### src/rtl/noise_channel_gen_pkg.sv
// Shared constants for the noise channel: register select bits, field positions
// and the timer period helper.
package noise_channel_gen_pkg;

    // Bit positions inside the one-hot target select (NRx1 is bit 0).
    localparam int NRX1 = 0;
    localparam int NRX2 = 1;
    localparam int NRX3 = 2;
    localparam int NRX4 = 3;

    localparam int NR2_DIR_BIT    = 3;
    localparam int NR3_SHORT_BIT  = 3;
    localparam int NR4_LEN_EN_BIT = 6;
    localparam int NR4_TRIG_BIT   = 7;

    localparam logic [3:0] ENV_MAX    = 4'hF;
    localparam logic [3:0] SHIFT_STOP = 4'd14;

    // Timer reload value in slow ticks for divisor code r and shift s.
    function automatic logic [31:0] noise_period(input logic [2:0] r, input logic [3:0] s);
        logic [31:0] base;
        base = (r == 3'd0) ? 32'd4 : {26'd0, r, 3'b000};
        return base << s;
    endfunction

endpackage

### src/rtl/noise_channel_gen_lfsr.sv
// Noise LFSR: shifts right with feedback l[0]^l[1] into the MSB, and in short
// mode also into bit SHORT_W-1. init (trigger) takes priority over step.
module noise_lfsr #(
    parameter int LFSR_W  = 15,
    parameter int SHORT_W = 7
) (
    input  logic              clk,
    input  logic              reset,
    input  logic              init,
    input  logic              step,
    input  logic              short_mode,
    output logic [LFSR_W-1:0] state
);

    logic              fb;
    logic [LFSR_W-1:0] shifted;

    always_comb begin
        fb      = state[0] ^ state[1];
        shifted = {fb, state[LFSR_W-1:1]};
        if (short_mode) begin
            shifted[SHORT_W-1] = fb;
        end
    end

    always_ff @(posedge clk) begin
        if (!reset || init) begin
            state <= '1;
        end else if (step) begin
            state <= shifted;
        end
    end

endmodule

### src/rtl/noise_channel_gen.sv
// APU noise channel: register port, frequency timer driving the noise LFSR,
// volume envelope and length counter, with DAC gating of the active flag.
module noise_channel_gen
    import noise_channel_gen_pkg::*;
#(
    parameter int LFSR_W  = 15,
    parameter int SHORT_W = 7,
    parameter int LEN_W   = 6,
    parameter int AMP_W   = 4,
    parameter int TIMER_W = 22
) (
    input  logic              clk,
    input  logic              reset,
    input  logic              slow_clk_en,
    input  logic              cpu_en,
    input  logic              env_clk_en,
    input  logic              len_clk_en,
    input  logic [3:0]        target,
    input  logic [7:0]        wdata,
    input  logic              write,
    output logic [7:0]        rdata,
    output logic [AMP_W-1:0]  wave,
    output logic [AMP_W-1:0]  volume_out,
    output logic              active,
    output logic [LFSR_W-1:0] lfsr_state
);

    localparam logic [LEN_W:0] LEN_FULL = {1'b1, {LEN_W{1'b0}}};
    localparam logic [LEN_W:0] LEN_ONE  = (LEN_W+1)'(1);

    logic [7:0]         nr2;
    logic [7:0]         nr3;
    logic               len_en;
    logic [LEN_W:0]     len_cnt;
    logic [TIMER_W-1:0] timer;
    logic [3:0]         amp;
    logic [2:0]         env_cnt;
    logic               active_r;

    logic               wr_en, wr1, wr2, wr3, wr4, trigger;
    logic               dac_on, frozen, timer_fire, len_step;
    logic [2:0]         env_per;
    logic [TIMER_W-1:0] period;
    logic [AMP_W-1:0]   amp_scaled;

    assign wr_en   = cpu_en & write;
    assign wr1     = wr_en & target[NRX1];
    assign wr2     = wr_en & target[NRX2];
    assign wr3     = wr_en & target[NRX3];
    assign wr4     = wr_en & target[NRX4];
    assign trigger = wr4 & wdata[NR4_TRIG_BIT];

    assign dac_on  = |nr2[7:3];
    assign env_per = nr2[2:0];
    assign frozen  = nr3[7:4] >= SHIFT_STOP;
    assign period  = TIMER_W'(noise_period(nr3[2:0], nr3[7:4]));

    // A trigger on the same edge reseeds the LFSR, so the step is simply overridden.
    assign timer_fire = slow_clk_en & ~frozen & (timer <= TIMER_W'(1));
    // Length ticks lose to an NRx1 reload and to a trigger on the same edge.
    assign len_step   = len_clk_en & len_en & (len_cnt != '0) & ~wr1 & ~trigger;

    always_ff @(posedge clk) begin
        if (!reset) begin
            nr2 <= '0;
            nr3 <= '0;
        end else begin
            if (wr2) nr2 <= wdata;
            if (wr3) nr3 <= wdata;
        end
    end

    always_ff @(posedge clk) begin
        if (!reset) begin
            timer <= '0;
        end else if (trigger) begin
            timer <= period;
        end else if (slow_clk_en && !frozen) begin
            timer <= timer_fire ? period : timer - TIMER_W'(1);
        end
    end

    // Envelope steps use the stored per/dir, so an NRx2 write only affects later ticks.
    always_ff @(posedge clk) begin
        if (!reset) begin
            amp     <= '0;
            env_cnt <= '0;
        end else if (trigger) begin
            amp     <= nr2[7:4];
            env_cnt <= env_per;
        end else if (env_clk_en && env_per != 3'd0) begin
            if (env_cnt <= 3'd1) begin
                env_cnt <= env_per;
                if (nr2[NR2_DIR_BIT] && amp != ENV_MAX) begin
                    amp <= amp + 4'd1;
                end else if (!nr2[NR2_DIR_BIT] && amp != 4'd0) begin
                    amp <= amp - 4'd1;
                end
            end else begin
                env_cnt <= env_cnt - 3'd1;
            end
        end
    end

    always_ff @(posedge clk) begin
        if (!reset) begin
            len_en  <= 1'b0;
            len_cnt <= '0;
        end else begin
            if (wr4) len_en <= wdata[NR4_LEN_EN_BIT];
            if (trigger) begin
                if (len_cnt == '0) len_cnt <= LEN_FULL;
            end else if (wr1) begin
                len_cnt <= LEN_FULL - {1'b0, wdata[LEN_W-1:0]};
            end else if (len_step) begin
                len_cnt <= len_cnt - LEN_ONE;
            end
        end
    end

    always_ff @(posedge clk) begin
        if (!reset) begin
            active_r <= 1'b0;
        end else if (trigger) begin
            active_r <= dac_on;
        end else if (wr2 && wdata[7:3] == 5'd0) begin
            active_r <= 1'b0;
        end else if (len_step && len_cnt == LEN_ONE) begin
            active_r <= 1'b0;
        end
    end

    noise_lfsr #(
        .LFSR_W (LFSR_W),
        .SHORT_W(SHORT_W)
    ) u_lfsr (
        .clk       (clk),
        .reset     (reset),
        .init      (trigger),
        .step      (timer_fire),
        .short_mode(nr3[NR3_SHORT_BIT]),
        .state     (lfsr_state)
    );

    always_comb begin
        rdata = 8'hFF;
        if (target[NRX1]) begin
            rdata = 8'hFF;
        end else if (target[NRX2]) begin
            rdata = nr2;
        end else if (target[NRX3]) begin
            rdata = nr3;
        end else if (target[NRX4]) begin
            rdata = {1'b1, len_en, 6'h3F};
        end
    end

    assign amp_scaled = AMP_W'(amp) << (AMP_W - 4);
    assign active     = active_r;
    assign volume_out = active_r ? amp_scaled : '0;
    assign wave       = (active_r && !lfsr_state[0]) ? amp_scaled : '0;

endmodule

### config.mk
export PLATFORM = sky130hd
export DESIGN_NAME = noise_channel_gen
export DESIGN_NICKNAME = d
export VERILOG_FILES = /design/src/rtl/noise_channel_gen_pkg.sv /design/src/rtl/noise_channel_gen_lfsr.sv /design/src/rtl/noise_channel_gen.sv
export SDC_FILE = /design/constraint.sdc
export NUM_CORES = 1
export LEC_CHECK = 0
export ABC_AREA = 1
export CAP_MARGIN = 0
export CORE_MARGIN = 8
export CORE_UTILIZATION = 42
export DETAILED_ROUTE_END_ITERATION = 8
export PLACE_DENSITY = 0.63
export SLEW_MARGIN = 10
export SYNTH_ARGS = -nofsm -noshare
export SYNTH_HDL_FRONTEND = slang
export SYNTH_HIERARCHICAL = 1
export SYNTH_SLANG_ARGS = --single-unit
export TNS_END_PERCENT = 50
### constraint.sdc
create_clock -name clk -period 4.3 [get_ports clk]
set_input_delay 0.43 -clock clk [delete_from_list [all_inputs] [get_ports clk]]
set_output_delay 0.43 -clock clk [all_outputs]
set_load 0.01 [all_outputs]
Yosys cells after proc, flatten, opt, wreduce, memory -nomap -nowiden --
Cells that the tools add are included.
Word-level totals: register bits 69, bits in latches 0, RAM bits 0, memory bits (read-only) 0, input bits 19, output and inout bits 32, logic and storage cells 91, memories 0
Cells by class: add/subtract/negate cells 6, multipliers 0, divide/modulo/power cells 0, order comparisons 3, equal/unequal tests 3, shift operators 1, mux-type cells 26, bitwise logic cells 16, reduce and logical (&&, ||, !) cells 27
Operators by type and width (count):
- $mux W22 | 3
- $mux W7 | 5
- $mux W4 | 7
- $mux W8 | 3
- $le A22 B1 Y1 const B | 1
- $shl A6 B4 Y22 | 1
- $sub A22 B1 Y22 const B | 1
- $and A1 B1 Y1 | 12
- $reduce_bool A3 Y1 | 4
- $mux W3 | 3
- $eq A7 B1 Y1 const B | 1
- $logic_and A1 B1 Y1 | 7
- $logic_not A7 Y1 | 1
- $reduce_bool A7 Y1 | 1
- $sub A7 B1 Y7 const B | 1
- $sub A7 B6 Y7 const A | 1
- $mux W6 | 1
- $reduce_bool A2 Y1 | 3
- $logic_not A5 Y1 | 1
- $reduce_or A5 Y1 | 1
- $add A4 B1 Y4 const B | 1
- $ge A4 B4 Y1 const B | 1
- $logic_not A1 Y1 | 4
- $mux W1 | 4
- other kinds (12) | 14

Longest topological paths before layout --
Gate-level depths: netlist (run 1).
word-level depth 9, depth in mapped cells 13, depth with buffers taken out 12

Modules after synthesis --
Netlist (run 1), hierarchy kept.
By module, submodules not included:
- noise_channel_gen | times used 1, cells each 638, area an instance 3990.1 µm², seq. area each 1081.0 µm²
- noise_lfsr | times used 1, cells each 87, area an instance 685.7 µm², seq. area each 300.3 µm²

Worst setup path before layout (run 1) --
OpenSTA, ideal clock, no wires.
kind reg-to-reg, start register timer[0], end register timer[16], library setup time 0.109 ns, arrival 1.553 ns, data required time 4.191 ns, setup slack 2.638 ns, stages on the path, launching flop included 14, path buffers 2, clock period less this slack 1.662 ns, path through dfxtp_1 > inv_1 > ha_1 > nand2_2 > nor2_4 > nand3_2 > nand2_2 > nand2_2 > buf_6 > buf_8 > nand3_1 > nand3_1 > nand2_1 > inv_1
Between the ends: longest elaborated chain between the ends 5, elaborated cells between the ends (all ways) 6, those cells by class add/sub (1); order compare (1); mux (3); bitwise (1)
Ends and longest elaborated chain:
- start, declared | RTL line noise_channel_gen.sv:35 | logic [TIMER_W-1:0] timer;
- start signal, assigned | RTL line noise_channel_gen.sv:77 | timer <= period;
- start signal, assigned | RTL line noise_channel_gen.sv:79 | timer <= timer_fire ? period : timer - TIMER_W'(1);
- $le A22 B1 Y1 | RTL line noise_channel_gen.sv:59 | assign timer_fire = slow_clk_en & ~frozen & (timer <= TIMER_W'(1));
- $and A1 B1 Y1 | RTL line noise_channel_gen.sv:59
- $mux W22 * | RTL line noise_channel_gen.sv:79
- $mux W22 * | RTL line noise_channel_gen.sv:78 | end else if (slow_clk_en && !frozen) begin
- $mux W22 * | RTL line noise_channel_gen.sv:76 | end else if (trigger) begin
Mark *: on every way between the ends. The rest lies on a longest branch, timed or not. The select of a mux whose other input is x is not followed. A chain may end at the register's enable or synchronous reset.

Worst setup path after layout (run 1) --
start input port target[1], end output port rdata[0]
Between the ends: longest elaborated chain between the ends 2
Ends and longest elaborated chain:
- start, declared | RTL line noise_channel_gen.sv:18 | input logic [3:0] target,
- $mux W8 | RTL line noise_channel_gen.sv:149 | end else if (target[NRX2]) begin
- $mux W8 | RTL line noise_channel_gen.sv:147 | if (target[NRX1]) begin
- end, declared | RTL line noise_channel_gen.sv:21 | output logic [7:0] rdata,
Every way passes these cells.

==> results of run 1 <==
==> cell usage after synthesis, types with 3 or more instances <==
cell type  count
nor3_1         5
buf_4         16
nor2_1        73
nand2_2        8
a21oi_2        3
nand3_2        8
buf_2          4
ha_1           9
nor2_4         5
a211oi_1       3
xnor2_1        7
nand2_1      172
inv_1         81
buf_6          5
clkbuf_1      13
nor2_2         6
a21oi_1       38
nand3b_1       4
o21ai_0       72
nand4_1       11
xor2_1         8
o211ai_1      12
dfxtp_1       69
nand3_1       69
inv_2          5
==> cells by family (layout without fill, tap and decap cells) <==
| group | count (synthesis) | count (layout) | share of synthesized area |
|---|---|---|---|
| flops | 69 | 69 | 0.295 |
| buf+inv | 129 | 158 | 0.131 |
| fa+ha+maj | 10 | 10 | 0.0284 |
| xor+xnor | 15 | 15 | 0.0281 |
| compound gates | 134 | 134 | 0.157 |
| mux | 1 | 1 | 0.00241 |
| simple gates | 367 | 367 | 0.358 |
==> worst paths after layout <==
path,cells after the start,start,endpoint,slack [ns]
max,5,target[1],rdata[0],1.77
min,2,len_cnt[3],len_cnt[3],0.48
max reg2reg,12,timer[0],timer[12],1.80
min reg2reg,2,len_cnt[3],len_cnt[3],0.48
==> registers in the layout, indices dropped and copies added, names as in the netlist <==
| register | count |
|---|---|
| timer | 22 |
| u_lfsr/state | 15 |
| nr2 | 8 |
| nr3 | 8 |
| len_cnt | 7 |
| amp | 4 |
| env_cnt | 3 |
| active | 1 |
| len_en | 1 |
==> per-stage QoR <==
stage | cells | area [um2] | utilization | hold slack, ns | setup slack (ns)
finish | 894 | 5300 | 0.489 | 0.477 | 1.77
global route | 894 | 5300 | 0.489 | 0.493 | 1.52
CTS | 894 | 5300 | 0.489 | 0.485 | 1.80
detailed placement | 878 | 5100 | 0.470 | 0.474 | 1.61
global placement | 878 | 5100 | 0.470 | 0.456 | 1.64
floorplan | 725 | 4680 | - | 0.445 | 2.64
==> power breakdown <==
part	internal (uW)	leakage [uW]	switching, uW
combinational	186	0.00177	290
sequential	683	0.000565	50.1
clock	285	0.0000959	264
==> per-layer routing <==
| layer | vias up | GRT usage | part of all wire | wire length [um] |
|---|---|---|---|---|
| met4 | 0 | 0.0563 | 0.013 | 162 |
| met2 | 75 | 0.288 | 0.47 | 5840 |
| met3 | 15 | 0.0428 | 0.046 | 568 |
| met1 | 2110 | 0.208 | 0.47 | 5780 |
| li1 | 2397 | - | - | - |
| met5 | - | 0 | 0 | 0 |
==> critical path: cells and delay by family <==
| family | cells | cell delay, ns |
|---|---|---|
| buffers and inverters | 3 | 1.34 |
| AOI/OAI and AO/OA | 2 | 0.33 |
==> area by class of cell <==
| class | instances | area (um2) |
|---|---|---|
| clock inverters | 5 | 58.8 |
| well taps | 140 | 175 |
| inverters | 89 | 337 |
| multi-input cells | 527 | 2680 |
| flip-flops and latches | 69 | 1380 |
| fillers | 1140 | 5540 |
| repair buffers | 53 | 523 |
| clock buffers | 11 | 141 |
==> results by group, run 1 <==
Status
  • Outcome: finished clean

Floorplanning
  • IO Pins: 51
  • Initial core utilization: 0.431
  • Chip Height: 122 um
  • Die ar.: 14800 um2
  • Site Rows: 38
  • Core area: 10800 um2
  • Die Width: 122 um

CTS
  • Clk Latency, worst-skew pair: 0.36 ns
  • H-Tree Depth: 3
  • TritonCTS sink count: 69
  • Post-CTS Resized: 0
  • Hold_buf cts: 0
  • Max Root-Sink Buffers: 2
  • Post-CTS setup buffers: 0
  • CTS root buf: clkbuf_8
  • Worst-path clk slew: 0.07 ns
  • TritonCTS buffer count: 9
  • CTS tree: done

Power
  • Pwr Total: 1760 uW
  • Worst vdd ir: 0.194 mV
  • PwrDens: 332 nW/um2
  • Leak Pwr: 0.00243 uW

Worst setup path
  • Worst path required time: 3.87 ns
  • Crit path max-delay cell type: clkdlybuf4s50_1
  • Setup crit start kind: input port
  • CP Capture Type: output port
  • CP Cell Sequence: clkdlybuf4s50_1 > inv_1 > o21ai_0 > o211ai_1 > clkdlybuf4s50_1
  • Crit-path most repeated cell: clkdlybuf4s50_1
  • Crit-path max FO: 14
  • Arr. time, crit path: 2.10 ns
  • Crit-path max cell delay: 0.59 ns
  • Setup CP Type: in2out

Global routing
  • Largest net degree at the start of global routing: 38
  • GRT Residual Overflow: 0
  • Initial antenna violation count: 0
  • Vias in the first global route: 4448
  • First-pass GRT wire length: 20600 um
  • GRT Total Usage: 0.171

Detailed routing
  • Router iterations before antenna repair: 6
  • Drt via density: 5.14
  • DR WL/cell: 13.8 um
  • Final ANT Viol Nets: 0
  • Remaining DRCs: 0
  • Initial DRC Count: 373
  • Vias: 4597
  • Final wirelength: 12400 um

Timing
  • Least-Margin Pin Slew: 0.910 ns
  • Fin crit share: 0.588
  • Final Slew Violations: 0
  • RSZ-0062 raised after global routing: false
  • Final setup fails: 0
  • Fmax: 395 MHz
  • Final worst path period need: 2.53 ns
  • Final TNS setup: 0 ns
  • Hold Fails Final Rpt: 0
  • Setup Skew: 0.0185 ns
  • Rel. slew slack: 0.391

Synthesis
  • Cell variety after synth: 42
  • Post-synth top area cell: dfxtp_1
  • Gate Count Post-Synth: 725
  • Ys Warns: 6
  • Yosys reg bits: 69
  • Mean post-synth cell area: 6.45 um2
  • Ys flop type: dfxtp_1
  • Synth area leaders: dfxtp_1 30%, nand2_1 14%, o21ai_0 7.7%
  • Post-synth top area share: 0.295
  • Mapped cell area: 4680 um2
  • Fraction of registers with async set/reset: 0
  • Sequential share of the synthesized area: 0.295
  • Syn nets: 754
  • Number of synthesized flops with an enable pin: 0

Layout
  • Nets: 778
  • Most frequent cells in the layout: 172 x nand2_1, 81 x inv_1, 73 x nor2_1, 72 x o21ai_0
  • Share of post-route cells with drive strength above 1: 0.0796
  • Area Overhead vs Synth: 13.4%
  • Diode count: 0
  • Commonest non-fill, non-tap cell in the layout: nand2_1

Placement
  • Routability cong.: 0.894
  • Count of buffers from port buffering: 50
  • HPWL after DPL: 9210 um

Run
  • Max-cap viol count: 0

Hold path
  • Hold crit path type: reg2reg
Power figures use the tool's default switching activity.
==> run 2: changes to the inputs <==
- clock period: 4.3 -> 2.4 ns (I/O delays scaled with it)
==> run 2 against run 1 <==
Effect of this change:
- first-iteration DRC count grew 10%
- via count rose by 2.4%
- sequential share of layout area shrank 0.33 points
- worst setup slack worse by 1.5 ns
- power rose by 76%
- core utilization up 0.63 points
- clock skew fell by 0.0073 ns
- non-clock buffer count is 8 higher
- routed wire length up 1.9%
- highest routed layer unchanged
==> results by group, run 2 (synthesized netlist as in run 1, its figures left out) <==
Status
  • Outcome: finished clean

Timing
  • Least-Margin Pin Slew: 0.451 ns
  • Final TNS setup: 0 ns
  • Setup Skew: 0.0112 ns
  • Rel. slew slack: 0.698
  • RSZ-0062 raised after global routing: false
  • Final setup fails: 0
  • Fmax: 466 MHz
  • Hold Fails Final Rpt: 0
  • Final Slew Violations: 0
  • Fin crit share: 0.894
  • Final worst path period need: 2.15 ns

CTS
  • CTS tree: done
  • H-Tree Depth: 3
  • Max Root-Sink Buffers: 2
  • Clk Latency, worst-skew pair: 0.37 ns
  • Worst-path clk slew: 0.09 ns
  • Post-CTS setup buffers: 0
  • TritonCTS buffer count: 9
  • CTS root buf: clkbuf_8
  • Hold_buf cts: 0
  • Post-CTS Resized: 0
  • TritonCTS sink count: 69

Power
  • Worst vdd ir: 0.235 mV
  • PwrDens: 576 nW/um2
  • Pwr Total: 3090 uW
  • Leak Pwr: 0.00247 uW

Global routing
  • GRT Total Usage: 0.177
  • Vias in the first global route: 4488
  • GRT Residual Overflow: 0
  • Initial antenna violation count: 0
  • First-pass GRT wire length: 21200 um
  • Largest net degree at the start of global routing: 40

Detailed routing
  • Vias: 4708
  • Initial DRC Count: 411
  • DR WL/cell: 14.0 um
  • Router iterations before antenna repair: 5
  • Final wirelength: 12600 um
  • Remaining DRCs: 0
  • Drt via density: 5.22
  • Final ANT Viol Nets: 0

Layout
  • Fillers: 1128
  • Most flops, register: timer
  • Max FFs per register: 22
  • Most frequent cells in the layout: 172 x nand2_1, 81 x inv_1, 73 x nor2_1, 72 x o21ai_0
  • Area Overhead vs Synth: 14.8%
  • Nets: 786
  • Share of post-route cells with drive strength above 1: 0.0906
  • Diode count: 0
  • Biggest regs: timer: 22 flops, u_lfsr/state: 15 flops
  • Commonest non-fill, non-tap cell in the layout: nand2_1

Hold path
  • Hold crit path type: reg2reg

Floorplanning
  • Chip Height: 122 um
  • Die Width: 122 um
  • IO Pins: 51
  • Die ar.: 14800 um2
  • Site Rows: 38
  • Core area: 10800 um2
  • Initial core utilization: 0.431

Placement
  • HPWL after DPL: 9480 um
  • Routability cong.: 0.898
  • Count of buffers from port buffering: 50

Worst setup path
  • CP Capture Type: output port
  • Setup CP Type: in2out
  • Crit-path max FO: 14
  • Setup crit start kind: input port
  • Worst path required time: 2.16 ns
  • Arr. time, crit path: 1.91 ns

Run
  • Max-cap viol count: 0
-- run 2: cell types whose count changed in the layout (fill, tap and decap cells not counted), sizes merged --
cell	change
clkinv	+1
buf	+8
bufinv	-1
inv	+1
clkbuf	-1
-- run 2: critical path: stages --
cell and delay [ns]:
clkdlybuf4s50_1 0.47, inv_1 0.30, o21ai_0 0.15, o211ai_1 0.14, clkdlybuf4s50_1 0.60
-- run 2: stage by stage --
step / hold slack, ns / worst slack, ns / instance area, um2 / util / std cells
floorplan: 0.402 / 0.739 / 4680 / - / 725
global placement: 0.456 / 0.283 / 5180 / 0.478 / 886
detailed placement: 0.465 / 0.226 / 5180 / 0.478 / 886
CTS: 0.479 / 0.279 / 5370 / 0.495 / 902
global route: 0.497 / 0.125 / 5370 / 0.495 / 902
finish: 0.474 / 0.255 / 5370 / 0.495 / 902
-- run 2: path summary, 6_finish.rpt --
check / slack, ns / to / cells after the start / from
setup / recovery: 0.25 / rdata[1] / 5 / target[1]
hold / removal: 0.47 / len_cnt[3] / 2 / len_cnt[3]
setup reg to reg: 0.33 / timer[12] / 12 / timer[0]
hold reg to reg: 0.47 / len_cnt[3] / 2 / len_cnt[3]
-- run 2: routing by layer --
layer  up-vias  part of all wire  GRT usage
li1       2413                 -          -
met1      2187              0.47      0.221
met2        95              0.47      0.294
met3        13             0.046     0.0316
met4         0             0.015     0.0709
met5         -                 0          0
-- run 2: final cells by class --
class,count,area [um2],area share
Clock buffer,10,138,0.0256
Clock inverter,6,46.3,0.00862
Inverter,89,337,0.0627
Multi-Input combinational cell,527,2680,0.500
Sequential cell,69,1380,0.257
Tap cell,140,175,0.0326
Timing Repair Buffer,61,608,0.113
-- run 2: report_power, final --
group | switching [uW] | leakage (uW) | total (uW) | internal, uW
Combinational | 520 | 0.00182 | 864 | 343
Sequential | 87.3 | 0.000565 | 1310 | 1220
Clock | 510 | 0.0000893 | 920 | 410
